**config.mk**
```make
export PLATFORM = sky130hd
export DESIGN_NAME = div_unit_flat
export DESIGN_NICKNAME = d
export VERILOG_FILES = /design/src/rtl/div_pkg.sv /design/src/rtl/div_unit_if.sv /design/src/rtl/cla_subtractor.sv /design/src/rtl/div_unit.sv /design/src/flat_wrapper.sv
export SDC_FILE = /design/constraint.sdc
export NUM_CORES = 1
export LEC_CHECK = 0
export ABC_AREA = 1
export CAP_MARGIN = 20
export CORE_MARGIN = 10
export CORE_UTILIZATION = 46
export CTS_CLUSTER_SIZE = 30
export DETAILED_ROUTE_END_ITERATION = 6
export PLACE_DENSITY_LB_ADDON = 0.3
export SYNTH_ARGS = -nofsm -noshare
export SYNTH_HDL_FRONTEND = slang
export SYNTH_SLANG_ARGS = --single-unit
export TNS_END_PERCENT = 1
```
**constraint.sdc**
```tcl
create_clock -name clk -period 2.7 [get_ports clk]
set_input_delay 0.54 -clock clk [delete_from_list [all_inputs] [get_ports clk]]
set_output_delay 0.54 -clock clk [all_outputs]
set_load 0.05 [all_outputs]
```
**src/rtl/div_pkg.sv**
```systemverilog
// Shared types and constants for the iterative shift-and-subtract divider.
// Optional signed support is selected with the DIV_SIGNED_EN macro.
package div_pkg;

    localparam int unsigned DIV_WIDTH = 32;
    localparam int unsigned DIV_CNT_W = $clog2(DIV_WIDTH);

    typedef enum logic [1:0] {
        IDLE = 2'd0,
        RUN  = 2'd1,
        DONE = 2'd2
    } div_state_e;

endpackage

```
**src/rtl/div_unit_if.sv**
```systemverilog
// Start/done request bundle between a requester and div_unit.
// The is_signed request bit exists only when DIV_SIGNED_EN is defined.
interface div_unit_if
    import div_pkg::*;
#(
    parameter int unsigned WIDTH = DIV_WIDTH
);

    logic             start;
    logic [WIDTH-1:0] dividend;
    logic [WIDTH-1:0] divisor;
`ifdef DIV_SIGNED_EN
    logic             is_signed;
`endif
    logic             busy;
    logic             done;
    logic [WIDTH-1:0] quotient;
    logic [WIDTH-1:0] remainder;
    logic             div_by_zero;

`ifdef DIV_SIGNED_EN
    modport master (
        output start, dividend, divisor, is_signed,
        input  busy, done, quotient, remainder, div_by_zero
    );

    modport slave (
        input  start, dividend, divisor, is_signed,
        output busy, done, quotient, remainder, div_by_zero
    );
`else
    modport master (
        output start, dividend, divisor,
        input  busy, done, quotient, remainder, div_by_zero
    );

    modport slave (
        input  start, dividend, divisor,
        output busy, done, quotient, remainder, div_by_zero
    );
`endif

endinterface

```
**src/rtl/cla_subtractor.sv**
```systemverilog
// N-bit subtractor a - b computed as a + ~b + 1 with 4-bit carry-lookahead groups.
// The operand is zero-padded to whole groups; padded bits only propagate the carry.
module cla_subtractor #(
    parameter int unsigned N = 33
) (
    input  logic [N-1:0] a_i,
    input  logic [N-1:0] b_i,
    output logic [N-1:0] diff_o,
    output logic         borrow_o
);

    localparam int unsigned NG = (N + 3) / 4;
    localparam int unsigned NP = NG * 4;

    logic [NP-1:0] a_x;
    logic [NP-1:0] b_x;
    logic [NP-1:0] g;
    logic [NP-1:0] p;
    logic [NP:0]   c;
    logic          unused_carry;

    assign a_x  = NP'(a_i);
    assign b_x  = NP'(b_i);
    assign g    = a_x & ~b_x;
    assign p    = a_x ^ ~b_x;
    assign c[0] = 1'b1;

    for (genvar k = 0; k < NG; k++) begin : g_grp
        localparam int unsigned B = 4 * k;
        logic grp_g;
        logic grp_p;

        assign grp_g = g[B+3]
                     | (p[B+3] & g[B+2])
                     | (p[B+3] & p[B+2] & g[B+1])
                     | (p[B+3] & p[B+2] & p[B+1] & g[B]);
        assign grp_p = p[B+3] & p[B+2] & p[B+1] & p[B];

        assign c[B+1] = g[B] | (p[B] & c[B]);
        assign c[B+2] = g[B+1] | (p[B+1] & g[B]) | (p[B+1] & p[B] & c[B]);
        assign c[B+3] = g[B+2] | (p[B+2] & g[B+1]) | (p[B+2] & p[B+1] & g[B])
                      | (p[B+2] & p[B+1] & p[B] & c[B]);
        assign c[B+4] = grp_g | (grp_p & c[B]);
    end

    assign diff_o   = p[N-1:0] ^ c[N-1:0];
    assign borrow_o = ~c[N];

    // Carries above bit N only ripple through padding.
    assign unused_carry = ^c;

endmodule

```
**src/rtl/div_unit.sv**
```systemverilog
// Iterative unsigned divider, one quotient bit per clock, start/done handshake.
// Define DIV_SIGNED_EN to add two's-complement operation selected by is_signed.
module div_unit
    import div_pkg::*;
#(
    parameter int unsigned WIDTH = DIV_WIDTH
) (
    input  logic       clk,
    input  logic       rst,
    div_unit_if.slave  bus
);

    localparam int unsigned CNT_W = $clog2(WIDTH);
    localparam int unsigned PW    = WIDTH + 1;

    div_state_e       state_q, state_d;
    logic [CNT_W-1:0] cnt_q, cnt_d;
    logic [WIDTH-1:0] work_q, work_d;
    logic [WIDTH-1:0] part_q, part_d;
    logic [WIDTH-1:0] dvs_q, dvs_d;
    logic [WIDTH-1:0] quot_q, quot_d;
    logic [WIDTH-1:0] rem_q, rem_d;
    logic             dbz_q, dbz_d;
    logic             busy_q, busy_d;
    logic             done_q, done_d;

    logic [PW-1:0]    shifted;
    logic [PW-1:0]    diff;
    logic             borrow;
    logic             unused_diff_top;
    logic [WIDTH-1:0] step_rem;
    logic [WIDTH-1:0] step_quo;
    logic [WIDTH-1:0] fin_rem;
    logic [WIDTH-1:0] fin_quo;
    logic [WIDTH-1:0] dvd_mag;
    logic [WIDTH-1:0] dvs_mag;

    // Partial remainder picks up the next dividend bit, then trial-subtracts.
    assign shifted = {part_q, work_q[WIDTH-1]};

    cla_subtractor #(.N(PW)) u_sub (
        .a_i      (shifted),
        .b_i      ({1'b0, dvs_q}),
        .diff_o   (diff),
        .borrow_o (borrow)
    );

    // A successful trial is always below the divisor, so its top bit is zero.
    assign unused_diff_top = diff[WIDTH];
    assign step_rem        = borrow ? shifted[WIDTH-1:0] : diff[WIDTH-1:0];
    assign step_quo        = {work_q[WIDTH-2:0], ~borrow};

`ifdef DIV_SIGNED_EN
    logic neg_quot_q, neg_quot_d;
    logic neg_rem_q, neg_rem_d;
    logic dvd_neg;
    logic dvs_neg;

    assign dvd_neg = bus.is_signed & bus.dividend[WIDTH-1];
    assign dvs_neg = bus.is_signed & bus.divisor[WIDTH-1];
    assign dvd_mag = dvd_neg ? (~bus.dividend + WIDTH'(1)) : bus.dividend;
    assign dvs_mag = dvs_neg ? (~bus.divisor + WIDTH'(1)) : bus.divisor;
    assign fin_quo = neg_quot_q ? (~step_quo + WIDTH'(1)) : step_quo;
    assign fin_rem = neg_rem_q ? (~step_rem + WIDTH'(1)) : step_rem;
`else
    assign dvd_mag = bus.dividend;
    assign dvs_mag = bus.divisor;
    assign fin_quo = step_quo;
    assign fin_rem = step_rem;
`endif

    // Next-state and datapath control.
    always_comb begin
        state_d = state_q;
        cnt_d   = cnt_q;
        work_d  = work_q;
        part_d  = part_q;
        dvs_d   = dvs_q;
        quot_d  = quot_q;
        rem_d   = rem_q;
        dbz_d   = dbz_q;
`ifdef DIV_SIGNED_EN
        neg_quot_d = neg_quot_q;
        neg_rem_d  = neg_rem_q;
`endif

        case (state_q)
            IDLE, DONE: begin
                state_d = IDLE;
                if (bus.start) begin
                    if (bus.divisor == '0) begin
                        state_d = DONE;
                        quot_d  = '1;
                        rem_d   = bus.dividend;
                        dbz_d   = 1'b1;
                    end else begin
                        state_d = RUN;
                        cnt_d   = '0;
                        work_d  = dvd_mag;
                        part_d  = '0;
                        dvs_d   = dvs_mag;
`ifdef DIV_SIGNED_EN
                        neg_quot_d = dvd_neg ^ dvs_neg;
                        neg_rem_d  = dvd_neg;
`endif
                    end
                end
            end
            RUN: begin
                part_d = step_rem;
                work_d = step_quo;
                cnt_d  = cnt_q + CNT_W'(1);
                if (cnt_q == CNT_W'(WIDTH - 1)) begin
                    state_d = DONE;
                    quot_d  = fin_quo;
                    rem_d   = fin_rem;
                    dbz_d   = 1'b0;
                end
            end
            default: state_d = IDLE;
        endcase

        busy_d = (state_d == RUN);
        done_d = (state_d == DONE);
    end

    always_ff @(posedge clk) begin
        if (rst) begin
            state_q <= IDLE;
            cnt_q   <= '0;
            work_q  <= '0;
            part_q  <= '0;
            dvs_q   <= '0;
            quot_q  <= '0;
            rem_q   <= '0;
            dbz_q   <= 1'b0;
            busy_q  <= 1'b0;
            done_q  <= 1'b0;
`ifdef DIV_SIGNED_EN
            neg_quot_q <= 1'b0;
            neg_rem_q  <= 1'b0;
`endif
        end else begin
            state_q <= state_d;
            cnt_q   <= cnt_d;
            work_q  <= work_d;
            part_q  <= part_d;
            dvs_q   <= dvs_d;
            quot_q  <= quot_d;
            rem_q   <= rem_d;
            dbz_q   <= dbz_d;
            busy_q  <= busy_d;
            done_q  <= done_d;
`ifdef DIV_SIGNED_EN
            neg_quot_q <= neg_quot_d;
            neg_rem_q  <= neg_rem_d;
`endif
        end
    end

    assign bus.busy        = busy_q;
    assign bus.done        = done_q;
    assign bus.quotient    = quot_q;
    assign bus.remainder   = rem_q;
    assign bus.div_by_zero = dbz_q;

endmodule

```
**src/flat_wrapper.sv**
```systemverilog
// flat-port wrapper written by rule: the top's interface ports become plain ports
module div_unit_flat import div_pkg::*;
#(
    parameter int unsigned WIDTH = DIV_WIDTH
)
  (clk, rst, bus_start, bus_dividend, bus_divisor, bus_busy, bus_done, bus_quotient, bus_remainder, bus_div_by_zero);
  div_unit_if #(.WIDTH(WIDTH)) bus_i ();
  input  logic clk;
  input  logic rst;
  input wire logic [$bits(bus_i.start)-1:0] bus_start;
  input wire logic [$bits(bus_i.dividend)-1:0] bus_dividend;
  input wire logic [$bits(bus_i.divisor)-1:0] bus_divisor;
  output wire logic [$bits(bus_i.busy)-1:0] bus_busy;
  output wire logic [$bits(bus_i.done)-1:0] bus_done;
  output wire logic [$bits(bus_i.quotient)-1:0] bus_quotient;
  output wire logic [$bits(bus_i.remainder)-1:0] bus_remainder;
  output wire logic [$bits(bus_i.div_by_zero)-1:0] bus_div_by_zero;
  assign bus_i.start = bus_start;
  assign bus_i.dividend = bus_dividend;
  assign bus_i.divisor = bus_divisor;
  assign bus_busy = bus_i.busy;
  assign bus_done = bus_i.done;
  assign bus_quotient = bus_i.quotient;
  assign bus_remainder = bus_i.remainder;
  assign bus_div_by_zero = bus_i.div_by_zero;
  div_unit #(.WIDTH(WIDTH)) u_core (.clk(clk), .rst(rst), .bus(bus_i));
endmodule
```
==> impl_metrics.csv, run 1 <==
group,metric,value,unit
outcome,outcome,"finished, violations left",
outcome,failed_checks,"negative setup slack",
cells_and_area,mostFrequentLayoutCell,"nand2_1",
cells_and_area,finalNetCount,1529,
synth,yosysUniqueCellTypes,34,
global_routing,grt_pass1_vias,7903,
cells_and_area,post_route_cells_drive_above_1_share,16.1,%
synth,syn-num-nets,1358,
timing,fmax,0.361,GHz
power_and_ir_drop,p_seq_share,37.0,%
detailed_routing,ant_nets,0,
detailed_routing,vias_per_cell,5.20,
timing,finalSetupViolations,62,
placement,dp_hpwl,17600,µm
timing,max-slew-margin-rel,53.5,%
synth,syn_inst,1249,
cells_and_area,seq_area,3410,µm²
critical_path,path_buf_inv,5,
synth,synthTopCellsByArea,"dfxtp_1, nand2_1, inv_1",
power_and_ir_drop,p_clk_share,34.0,%
critical_path,start_kind,"register",
min_path,hp-start,"u_core.dvs_q[22]$_SDFFE_PP0P_",
detailed_routing,wl_per_cell,15.7,µm
power_and_ir_drop,power_frac_comb,29.0,%
floorplanning,initial_core_util,46.6,%
placement,gp_congestion,0.894,
synth,yosys_warnings,0,
timing,worst_slack,-0.0692,ns
critical_path,reg2reg_from,"u_core.dvs_q[5]$_SDFFE_PP0P_",
floorplanning,num_rows,50,
timing,skew,0.00887,ns
critical_path,crit_fanout,8,
timing,fin_tns_setup,-2.00,ns
synth,synth_top_area_share,39.1,%
power_and_ir_drop,p_sw,2.37,mW
power_and_ir_drop,irDropWorstVdd,0.000432,V
critical_path,critPathMaxStageDelay,0.34,ns
critical_path,crit_arrival,3.09,ns
global_routing,grt_usage,19.9,%
floorplanning,die_h,157,µm
cells_and_area,n_antenna_cell,0,
global_routing,grt_max_degree,70,
power_and_ir_drop,p_leak,5.91,nW
synth,synth-async-reset-ratio,0,%
timing,whs,0.464,ns
clock_tree,cts_buffers,17,
clock_tree,htree_levels,4,
power_and_ir_drop,power.total,7.52,mW
placement,pre_cts_ws,-0.533,ns
timing,rsz0062_at_grt,"yes",
floorplanning,die_x,157,µm
placement,placed_cell_area,10700,µm²
clock_tree,tritoncts,"built",
placement,io_buffers,133,
clock_tree,clk_latency,0.43,ns
timing,fin_crit_sh,103,%
detailed_routing,drcViolationCount,0,
detailed_routing,routed_wl,26100,µm
synth,ys_seq_elements,170,
power_and_ir_drop,swShare,31.5,%
floorplanning,core_area,18600,µm²
synth,seq_area_frac_synth,39.1,%
critical_path,crit_path_end_kind,"register",
power_and_ir_drop,p_per_area,630,nW/µm²
critical_path,cp_top_family,"simple AND/OR/NAND/NOR gates",
global_routing,antenna_found_initial,0,
global_routing,grt_overflow,0,
synth,avgSynthCellArea,6.96,µm²
critical_path,crit_start,"u_core.dvs_q[5]$_SDFFE_PP0P_",
run,cap_violations,0,
clock_tree,cts.path.max_buffers,2,
critical_path,critPathKind,"reg -> reg",
global_routing,grt_first_pass_wirelength,39900,µm
cells_and_area,area_delta_synth_final,37.4,%
clock_tree,cts.sink_count,170,
timing,report.final.slew_viol_count,0,
min_path,hold_path.class,"reg -> reg",
cells_and_area,nFillCells,1637,
synth,synthesis.area,8690,µm²
synth,synth_flop_cell,"dfxtp_1",
power_and_ir_drop,internal_power,5.15,mW
floorplanning,die_area,24800,µm²
timing,period_minus_slack,2.77,ns
synth,synth_edf_count,0,
critical_path,crit_slowest_cell,"dfxtp_2",
detailed_routing,drt-initial-drc-count,769,
detailed_routing,firstDrtPassIters,5,
clock_tree,clkSlewWorstSetupHoldPaths,0.06,ns
critical_path,path_common_cell,"nand2_2",
cells_and_area,multiInputGateArea,4640,µm²
detailed_routing,vias,8671,
synth,post-synth-top-area-cell,"dfxtp_1",
timing,final_hold_viol_count,0,
critical_path,cp.required,3.02,ns
floorplanning,io_pins,134,
timing,worst_slew_pin_slew,0.698,ns
cells_and_area,post-route-cell-area,11900,µm²
clock_tree,cts-root-buf,"clkbuf_16",
cells_and_area,mostFrequentLayoutCells,"nand2_1, inv_1, dfxtp_1, clkdlybuf4s50_1, o21ai_0",
-- Yosys cell counts, types with 7 or more instances --
cell      count
buf_1         8
nor4_1        8
nand3b_1      8
xor2_1        8
ha_1         35
fa_1          7
dfxtp_1     170
o211ai_1     32
a31oi_1      31
a21oi_1      94
o21ai_0     104
nand3_1     101
nand2_1     280
nor2_1       57
clkbuf_1     56
xnor2_1      11
inv_1       204
-- layer usage --
metal  GRT usage [%]  part of all wire (%)  vias up
met5               0                     0        -
li1                -                     -     4365
met4            7.75                   2.6        0
met1            26.3                    43     3926
met3            3.68                   8.1       52
met2            31.4                    46      328
-- metrics by stage --
stage | utilization, % | std cells
after floorplan | - | 1249
after global placement | 57.4 | 1622
after detailed placement | 57.4 | 1622
after CTS | 61.2 | 1656
after global routing | 64.1 | 1667
final | 64.1 | 1667
-- power by group through the flow --
stage                     logic [mW]  registers [mW]  clock network [mW]
after floorplan                 1.21            2.79                   0
after global placement          1.72            2.81                   0
final                           2.18            2.78                2.56
after CTS                       1.81            2.76                2.58
after global routing            2.40            2.80                2.68
after detailed placement        1.75            2.81                   0
-- logic make-up after synthesis --
logic type,count (synthesis),synth area share [%]
simple gates,472,23.0
buf+inv,282,12.6
fa+ha+maj,42,6.65
flops,170,39.1
xor+xnor,19,1.91
compound gates,264,16.7
-- worst reg2reg max path: stages (launching register included) --
cell and delay, ns:
dfxtp_2 0.34, inv_4 0.05, ha_4 0.27, clkinvlp_4 0.14
nor3b_4 0.22, nor2_1 0.09, nand2_2 0.09, nand2_2 0.05
nand2_2 0.08, nand2_2 0.05, nand2_2 0.08, nand2_2 0.05
nand2_2 0.07, nand2_2 0.06, nand2_2 0.08, nand2_2 0.07
nand2_4 0.10, nand2_4 0.06, nand3_4 0.10, nor2_4 0.06
buf_6 0.14, buf_8 0.14, nand2_2 0.06, nand3_1 0.07
nand2_1 0.09, inv_1 0.05
-- path summary, 6_finish.rpt --
path                                   endpoint  slack (ns)  cells after the start
setup / recovery  u_core.part_q[6]$_SDFFE_PP0P_       -0.07                     25
hold reg to reg   u_core.dvs_q[22]$_SDFFE_PP0P_        0.46                      2
hold / removal    u_core.dvs_q[22]$_SDFFE_PP0P_        0.46                      2
setup reg to reg  u_core.part_q[6]$_SDFFE_PP0P_       -0.07                     25
-- cell type report --
type / instances / share of cell area [%]
multi-input combinational: 797 / 38.8
sequential: 170 / 28.5
timing repair buffer: 224 / 18.3
tap: 234 / 2.45
clock buffer: 22 / 3.97
clock inverter: 10 / 1.18
inverter: 210 / 6.72
-- timing repair --
item	CTS	global route
endpoints found under the setup margin	97	132
pin swaps	12	37
cloned	0	4
gates resized for setup	16	103
hold buffers	0	0
setup buffers	2	8
hold endpoints to repair	0	0
-- registers in the layout, summed over array words and instances (netlist names) --
register,count
u_core.work_q,32
u_core.bus.busy,1
u_core.bus.remainder,32
u_core.bus.quotient,32
u_core.cnt_q,5
u_core.dvs_q,32
u_core.bus.div_by_zero,1
u_core.bus.done,1
u_core.state_q,2
u_core.part_q,32
Power figures use the tool's default switching activity.
==> run 2: changes to the inputs <==
--- a/config.mk
+++ b/config.mk
@@ -7,7 +7,6 @@
 export LEC_CHECK = 0
 export ABC_AREA = 1
 export CAP_MARGIN = 20
-export CORE_MARGIN = 10
 export CORE_UTILIZATION = 46
 export CTS_CLUSTER_SIZE = 30
 export DETAILED_ROUTE_END_ITERATION = 6
==> impl_metrics.csv, run 2 (synthesis results as in run 1) <==
group,metric,value,unit
timing,fin_tns_setup,-0.00448,ns
global_routing,grt_first_pass_wirelength,40000,µm
floorplanning,die_x,139,µm
critical_path,r2r_cells,27,
global_routing,grt_overflow,0,
critical_path,path_buf_inv,5,
clock_tree,htree_levels,4,
critical_path,cp_top_family,"simple AND/OR/NAND/NOR gates",
floorplanning,initial_core_util,47.6,%
detailed_routing,vias,8698,
power_and_ir_drop,irDropWorstVdd,0.000510,V
timing,period_minus_slack,2.70,ns
timing,rsz0062_at_grt,"yes",
critical_path,start_kind,"register",
global_routing,grt_usage,25.6,%
clock_tree,tritoncts,"built",
timing,fin_crit_sh,100,%
cells_and_area,area_delta_synth_final,36.5,%
power_and_ir_drop,swShare,31.3,%
detailed_routing,ant_nets,0,
critical_path,critPathMaxStageDelay,0.32,ns
power_and_ir_drop,p_per_area,613,nW/µm²
cells_and_area,mostFrequentLayoutCell,"nand2_1",
timing,final_hold_viol_count,0,
clock_tree,holdBufCountCts,0,
cells_and_area,mostFrequentLayoutCells,"nand2_1, inv_1, dfxtp_1, clkdlybuf4s50_1, o21ai_0",
placement,io_buffers,133,
critical_path,crit_path_end_kind,"register",
critical_path,cp.required,3.07,ns
cells_and_area,finalNetCount,1528,
placement,gp_congestion,0.861,
global_routing,grt_max_degree,100,
critical_path,crit_start,"u_core.work_q[31]$_SDFFE_PP0P_",
outcome,outcome,"finished, violations left",
critical_path,reg2reg_from,"u_core.work_q[31]$_SDFFE_PP0P_",
critical_path,critPathKind,"reg -> reg",
clock_tree,clk_latency,0.43,ns
timing,finalSetupViolations,2,
min_path,hold_path.class,"reg -> reg",
detailed_routing,wl_per_cell,15.0,µm
floorplanning,die_h,139,µm
timing,skew,0.00683,ns
floorplanning,num_rows,49,
critical_path,r2r_slack,-0.003,ns
detailed_routing,drcViolationCount,0,
power_and_ir_drop,p_sw,2.28,mW
cells_and_area,post_route_cells_drive_above_1_share,15.8,%
timing,worst_slack,-0.00273,ns
critical_path,crit_slowest_cell,"dfxtp_2",
run,cap_violations,0,
critical_path,crit_fanout,9,
power_and_ir_drop,power.total,7.27,mW
clock_tree,cts.path.max_buffers,2,
timing,report.final.slew_viol_count,0,
timing,fmax,0.370,GHz
global_routing,antenna_found_initial,1,
detailed_routing,routed_wl,24900,µm
power_and_ir_drop,p_clk_share,32.1,%
critical_path,crit_arrival,3.08,ns
floorplanning,io_pins,134,
critical_path,crit_end,"u_core.part_q[6]$_SDFFE_PP0P_",
power_and_ir_drop,p_seq_share,38.2,%
power_and_ir_drop,p_leak,5.85,nW
critical_path,crit_cells,27,
floorplanning,core_area,18300,µm²
floorplanning,die_area,19500,µm²
critical_path,r2r_end,"u_core.part_q[6]$_SDFFE_PP0P_",
power_and_ir_drop,internal_power,4.99,mW
outcome,failed_checks,"negative setup slack",
global_routing,grt_pass1_vias,7965,
detailed_routing,vias_per_cell,5.24,
detailed_routing,firstDrtPassIters,6,
timing,max-slew-margin-rel,63.7,%
clock_tree,clkSlewWorstSetupHoldPaths,0.06,ns
clock_tree,cts-root-buf,"clkbuf_16",
power_and_ir_drop,power_frac_comb,29.7,%
placement,dp_hpwl,16900,µm
clock_tree,cts.sink_count,170,
clock_tree,cts_buffers,17,
detailed_routing,drt-initial-drc-count,949,
timing,worst_slew_pin_slew,0.543,ns
[run 2: worst min path at each step]
stage	from	end	slack, ns	cells after the start
after floorplan	u_core.dvs_q[10]$_SDFFE_PP0P_	u_core.dvs_q[10]$_SDFFE_PP0P_	0.44	2
after global placement	u_core.cnt_q[4]$_SDFFE_PP0P_	u_core.cnt_q[4]$_SDFFE_PP0P_	0.45	2
after detailed placement	u_core.dvs_q[18]$_SDFFE_PP0P_	u_core.dvs_q[18]$_SDFFE_PP0P_	0.46	2
after CTS	u_core.dvs_q[18]$_SDFFE_PP0P_	u_core.dvs_q[18]$_SDFFE_PP0P_	0.47	2
after global routing	u_core.dvs_q[18]$_SDFFE_PP0P_	u_core.dvs_q[18]$_SDFFE_PP0P_	0.48	2
final	u_core.dvs_q[18]$_SDFFE_PP0P_	u_core.dvs_q[18]$_SDFFE_PP0P_	0.46	2
[run 2: area by class of cell]
| cell class | instances | area [µm²] |
|---|---|---|
| Timing Repair Buffer | 223 | 2200 |
| Sequential cell | 170 | 3410 |
| Antenna cell | 1 | 2.50 |
| Clock buffer | 22 | 454 |
| Inverter | 210 | 792 |
| Multi-Input combinational cell | 797 | 4620 |
| Tap cell | 229 | 287 |
| Clock inverter | 8 | 97.6 |
| Fill cell | 1534 | 6400 |
[run 2: worst register-to-register path, stage by stage, from the launching register on]
cell and delay, ns:
dfxtp_2 0.32, buf_4 0.14, ha_1 0.20, inv_2 0.08, nand2_4 0.06, nand3_2 0.07
nand2_2 0.06, nand2_1 0.06, nand2_1 0.06, nand2_1 0.06, nand2_1 0.07, nand2_1 0.08
nand2_2 0.07, nand2_2 0.07, nand2_2 0.07, nand2_2 0.08, nand2_2 0.07, nand2_2 0.08
nand2_4 0.07, nand2_4 0.07, nand3_4 0.09, nor2_4 0.19, buf_6 0.14, buf_16 0.14
nand2_1 0.08, nand3_1 0.08, nand2_1 0.05, inv_1 0.06
[run 2: metrics by stage]
stage	setup WS (ns)	instance area, µm²	hold WS, ns	cells	utilization, %
6_report	-0.00273	11900	0.464	1660	65.0
2_1_floorplan	0.184	8690	0.435	1249	-
3_5_place_dp	-0.419	10700	0.456	1618	58.8
5_1_grt	-0.177	11900	0.485	1660	65.0
3_3_place_gp	-0.372	10700	0.452	1618	58.8
4_1_cts	-0.0173	11500	0.467	1654	62.8
[run 2: timing repair]
action,in CTS,in global routing
setup endpoints to repair,73,98
pin swaps,4,20
gates resized for setup,21,91
setup buffers,4,4
gates cloned,2,1
[run 2: per-layer routing]
metal	global-route usage (%)	up-vias	share of wire, %
met1	34.2	3999	45
met2	41.5	293	47
li1	-	4365	-
met3	4.16	41	5.4
met4	9.71	0	2.6
met5	0	-	0
[run 2: power groups by stage]
| stage | Combinational (mW) | Sequential (mW) | Clock, mW |
|---|---|---|---|
| after floorplan | 1.21 | 2.79 | 0 |
| after global placement | 1.77 | 2.81 | 0 |
| after detailed placement | 1.81 | 2.81 | 0 |
| after CTS | 1.95 | 2.76 | 2.35 |
| after global routing | 2.37 | 2.79 | 2.48 |
| final | 2.16 | 2.78 | 2.34 |
